## src/rtl/hex_decoder.sv

```systemverilog
// Registered dual-digit 7-segment decoder for the score display (HEX4 = ones, HEX5 = tens).
// Segment outputs are active-low {g,f,e,d,c,b,a} and are registered so they never glitch.
module hex_decoder #(
  parameter bit LZ_BLANK = 1'b0
) (
  input  logic       i_clk,
  input  logic       i_rst_n,
  input  logic       i_load,
  input  logic [3:0] i_hex,
  input  logic [3:0] i_hex1,
  input  logic       i_hex_mode,
  input  logic       i_blank,
  output logic [6:0] o_display,
  output logic [6:0] o_display1,
  output logic       o_valid
);

  localparam logic [6:0] SEG_OFF = 7'b1111111;

  logic [3:0] r_d0;
  logic [3:0] r_d1;
  logic [6:0] r_display;
  logic [6:0] r_display1;
  logic       r_valid;
  logic [6:0] w_glyph0;
  logic [6:0] w_glyph1;
  logic [6:0] w_next_display;
  logic [6:0] w_next_display1;

  // Letters only appear in hex mode; otherwise codes 10-15 show nothing.
  function automatic logic [6:0] f_seg(input logic [3:0] code, input logic hex_mode);
    logic [6:0] seg;
    case (code)
      4'd0:    seg = 7'b1000000;
      4'd1:    seg = 7'b1111001;
      4'd2:    seg = 7'b0100100;
      4'd3:    seg = 7'b0110000;
      4'd4:    seg = 7'b0011001;
      4'd5:    seg = 7'b0010010;
      4'd6:    seg = 7'b0000010;
      4'd7:    seg = 7'b1111000;
      4'd8:    seg = 7'b0000000;
      4'd9:    seg = 7'b0010000;
      4'd10:   seg = 7'b0001000;
      4'd11:   seg = 7'b0000011;
      4'd12:   seg = 7'b1000110;
      4'd13:   seg = 7'b0100001;
      4'd14:   seg = 7'b0000110;
      default: seg = 7'b0001110;
    endcase
    if ((code > 4'd9) && !hex_mode) begin
      seg = SEG_OFF;
    end
    return seg;
  endfunction

  assign w_glyph0 = f_seg(r_d0, i_hex_mode);
  assign w_glyph1 = f_seg(r_d1, i_hex_mode);

  always_comb begin
    w_next_display  = w_glyph0;
    w_next_display1 = w_glyph1;
    if (i_blank) begin
      w_next_display  = SEG_OFF;
      w_next_display1 = SEG_OFF;
    end else if (LZ_BLANK && (r_d1 == 4'd0)) begin
      w_next_display1 = SEG_OFF;
    end
  end

  always_ff @(posedge i_clk or negedge i_rst_n) begin
    if (!i_rst_n) begin
      r_d0 <= 4'd0;
      r_d1 <= 4'd0;
    end else if (i_load) begin
      r_d0 <= i_hex;
      r_d1 <= i_hex1;
    end
  end

  // Output stage reads the digit registers, giving two edges from load to segments.
  always_ff @(posedge i_clk or negedge i_rst_n) begin
    if (!i_rst_n) begin
      r_display  <= SEG_OFF;
      r_display1 <= SEG_OFF;
      r_valid    <= 1'b0;
    end else begin
      r_display  <= w_next_display;
      r_display1 <= w_next_display1;
      r_valid    <= (r_d0 <= 4'd9) && (r_d1 <= 4'd9);
    end
  end

  assign o_display  = r_display;
  assign o_display1 = r_display1;
  assign o_valid    = r_valid;

endmodule

```

## config.mk

```make
export PLATFORM = sky130hd
export DESIGN_NAME = hex_decoder
export DESIGN_NICKNAME = d
export VERILOG_FILES = /design/src/rtl/hex_decoder.sv
export SDC_FILE = /design/constraint.sdc
export NUM_CORES = 1
export LEC_CHECK = 0
export ABC_AREA = 1
export CAP_MARGIN = 20
export CORE_MARGIN = 2
export CORE_UTILIZATION = 50
export DETAILED_ROUTE_END_ITERATION = 12
export GPL_TIMING_DRIVEN = 1
export PLACE_DENSITY = 0.81
export SYNTH_ARGS = -nofsm -noshare
export SYNTH_HDL_FRONTEND = slang
export SYNTH_SLANG_ARGS = --single-unit
```

## constraint.sdc

```tcl
create_clock -name i_clk -period 2.17 [get_ports i_clk]
set_input_delay 0.3255 -clock i_clk [delete_from_list [all_inputs] [get_ports i_clk]]
set_output_delay 0.3255 -clock i_clk [all_outputs]
set_load 0.01 [all_outputs]
```

==> impl_metrics.json <==
{
  "status": "complete, no violations",
  "gr-usage-met2_pct": 31.7,
  "syn-mean-instance-area_um2": 9.12,
  "clock_path_buffers": 2,
  "met3_usage_pct": 2.07,
  "routed-via-count": 1112,
  "timing.max_cap.violations": 0,
  "antenna_violations_before_repair": 0,
  "initialDrtViolationCount": 40,
  "synth_seq_cells": 23,
  "syn-num-nets": 180,
  "post-dp-hpwl_mm": 1.92,
  "cts.sink_count": 23,
  "drt_wl_total_mm": 2.46,
  "mappedNetlistArea_um2": 1400,
  "cts-htree-levels": 1,
  "tns_ns": 0,
  "global_route.usage.total_pct": 17.4,
  "ctsRootBufferMaster": "sky130_fd_sc_hd__clkbuf_4",
  "synth_most_common_cell": "sky130_fd_sc_hd__nand2_1",
  "synth_enable_flop_cells": 0,
  "setup_viol_count_final": 0,
  "die_x_um": 56.8,
  "grt_setup_unrepaired": "no",
  "fin_nets": 208,
  "synthDominantAreaCellType": "sky130_fd_sc_hd__dfstp_2",
  "sequential_element_share_of_the_synthesized_area_pct": 42.5,
  "worst_skew_pair.late_latency_ns": 0.31,
  "crit_slowest_cell": "sky130_fd_sc_hd__dfstp_2",
  "critical_path_end_type": "primary output",
  "fin_crit_sh_pct": 78.3,
  "drt-pass1-iter-count": 5,
  "cp.required_ns": 1.84,
  "post_route_cells_drive_above_1_share_pct": 17.2,
  "row_count": 19,
  "num_io_pins": 28,
  "yosys.area.top_type_share_pct": 26.4,
  "drt.antenna.violating_nets": 0,
  "synth_simple_gate_area_share_pct": 28.7,
  "die_area_um2": 3230,
  "vdd.ir_drop.worst_v": 0.000366,
  "place.gp.congestion": 0.850,
  "post_synth_fa_ha_maj_area_fraction_pct": 12.6,
  "hold_viol_final": 0,
  "tritoncts": "yes",
  "cp_slowest_stage_delay_ns": 0.54,
  "effective_utilization_at_floorplan_pct": 51.5,
  "portBuffers": 27,
  "number_of_global_route_vias_before_repair": 1113,
  "slew_viol_final": 0,
  "worst_clock_skew_ns": 0.00385,
  "holdBufCountCts": 0,
  "final_design_area_no_fill_um2": 1690,
  "floorplan_die_height_um": 56.8,
  "grt_overflow": 0,
  "route.detailed.drc": 0,
  "postSynth.asyncResetShare_pct": 100,
  "slew_headroom_pct": 72.1,
  "timing.setup.critical_path_class": "reg -> out",
  "antennaDiodeCount": 0,
  "arrival_time_of_data_at_the_critical_path_endpoint_ns": 1.37,
  "post_dp_cell_area_um2": 1660,
  "grt_max_degree": 24,
  "synthesized_area_fraction_occupied_by_ao_oa_aoi_and_oai_cells_pct": 8.07,
  "yosys_warnings": 0,
  "worstHoldPathType": "in -> async",
  "synthToLayoutAreaGrowth_pct": 21.0,
  "numCtsBuffers": 3,
  "floorplan.core_area_um2": 2710,
  "worst_slew_pin_slew_ns": 0.419,
  "post_cts.repair.setup_buffers": 0,
  "routed_via_density": 5.27,
  "fill_count": 241,
  "multiplexer_area_fraction_after_synthesis_pct": 0,
  "cts_resized": 0,
  "mapped_cells": 153,
  "synthTopCellsByArea": "sky130_fd_sc_hd__dfstp_2 (26%), sky130_fd_sc_hd__dfrtp_1 (16%), sky130_fd_sc_hd__ha_1 (13%)",
  "post-route-min-period_ns": 1.70,
  "crit_family": "flip-flops",
  "routedWlPerCell_um": 11.6,
  "fmaxAchievable_mhz": 589,
  "largest_fanout_of_any_net_on_the_critical_path": 1,
  "crit_path_cell_trace": "clkdlybuf4s50_1",
  "yosys-top-cells-count": "sky130_fd_sc_hd__nand2_1 (29), sky130_fd_sc_hd__nand3_1 (24), sky130_fd_sc_hd__dfstp_2 (14), sky130_fd_sc_hd__ha_1 (14)",
  "grt_first_pass_wirelength_mm": 4.49,
  "post_synth_num_cell_types": 21,
  "clkSlewWorstSetupHoldPaths_ns": 0.12,
  "combinational_family_with_the_most_area_after_synthesis": "simple AND/OR/NAND/NOR gates",
  "timing.critical_path.buf_inv": 1,
  "total_leakage_power_uw": 0.000766,
  "cellPowerDensity_nw_per_um2": 614,
  "critical_path_launch_point_type": "flip-flop",
  "synthXorXnorAreaFrac_pct": 0,
  "p_total_uw": 1040,
  "synth-main-ff-cell": "sky130_fd_sc_hd__dfstp_2",
  "grt_most_used_layer": "met2",
  "use_met1_pct": 20.2
}
## cells by family (layout without fill, tap and decap cells)
logic type                 after synthesis  count (layout)
buffers and inverters                   20              47
DFF                                     23              23
adders and majority gates               14              14
AOI/OAI and AO/OA                       20              20
and+or+nand+nor                         76              76
## registers in the layout, summed over array words and instances, names as in the netlist
register	flops
r_d1	4
o_valid	1
o_display1	7
r_d0	4
o_display	7
## cell usage in the layout, fill, tap and decap left out, types with 3 or more instances in the layout
cell | Yosys | layout
sky130_fd_sc_hd__clkbuf_4 | 0 | 3
sky130_fd_sc_hd__clkdlybuf4s50_1 | 0 | 27
sky130_fd_sc_hd__dfrtp_1 | 9 | 9
sky130_fd_sc_hd__dfstp_2 | 14 | 14
sky130_fd_sc_hd__ha_1 | 14 | 14
sky130_fd_sc_hd__inv_1 | 11 | 11
sky130_fd_sc_hd__nand2_1 | 29 | 29
sky130_fd_sc_hd__nand2_2 | 4 | 4
sky130_fd_sc_hd__nand3_1 | 24 | 24
sky130_fd_sc_hd__nand3b_1 | 5 | 5
sky130_fd_sc_hd__nor2_1 | 9 | 9
sky130_fd_sc_hd__o211ai_1 | 4 | 4
sky130_fd_sc_hd__o21ai_0 | 11 | 11
sky130_fd_sc_hd__o21ai_1 | 3 | 3
## routing by layer
| metal | wire length (um) | up-vias |
|---|---|---|
| met4 | 11 | 0 |
| met3 | 133 | 2 |
| li1 | - | 559 |
| met1 | 1090 | 509 |
| met5 | 0 | - |
| met2 | 1220 | 42 |
## layout make-up
type / instances / area (um2) / share of cell area (%)
timing repair buffer: 28 / 278 / 16.5
tap: 31 / 38.8 / 2.30
multi-input combinational: 110 / 688 / 40.8
clock buffer: 4 / 26.3 / 1.56
inverter: 15 / 63.8 / 3.78
sequential: 23 / 593 / 35.1
## stage by stage
stage | instances | utilization, % | hold slack (ns) | setup WS (ns)
floorplan | 153 | - | 0.0299 | 1.01
global placement | 207 | 61.3 | 0.631 | 0.779
finish | 211 | 62.3 | 0.343 | 0.471
CTS | 211 | 62.3 | 0.348 | 0.450
global route | 211 | 62.3 | 0.383 | 0.423
detailed placement | 207 | 61.3 | 0.639 | 0.732
## path summary, 6_finish.rpt
check / startpoint / to / slack, ns / cells past startpoint
setup / recovery: o_display[2] / o_display[2] / 0.47 / 1
hold / removal: i_rst_n / r_d0[1] / 0.34 / 2
setup reg to reg: r_d1[1] / o_display1[3] / 0.80 / 7
hold reg to reg: r_d0[1] / o_display[1] / 0.67 / 2
max in group asynchronous: i_rst_n / o_display1[6] / 1.55 / 2
min in group i_clk: i_hex[3] / r_d0[3] / 0.55 / 3
## report_power, final
part,leakage (uW),switching [uW],internal (uW)
logic,0.000494,157,147
registers,0.000256,39.9,498
clock network,0.0000150,124,71.7
total,0.000766,321,716
(Power assumes the default switching activity.)
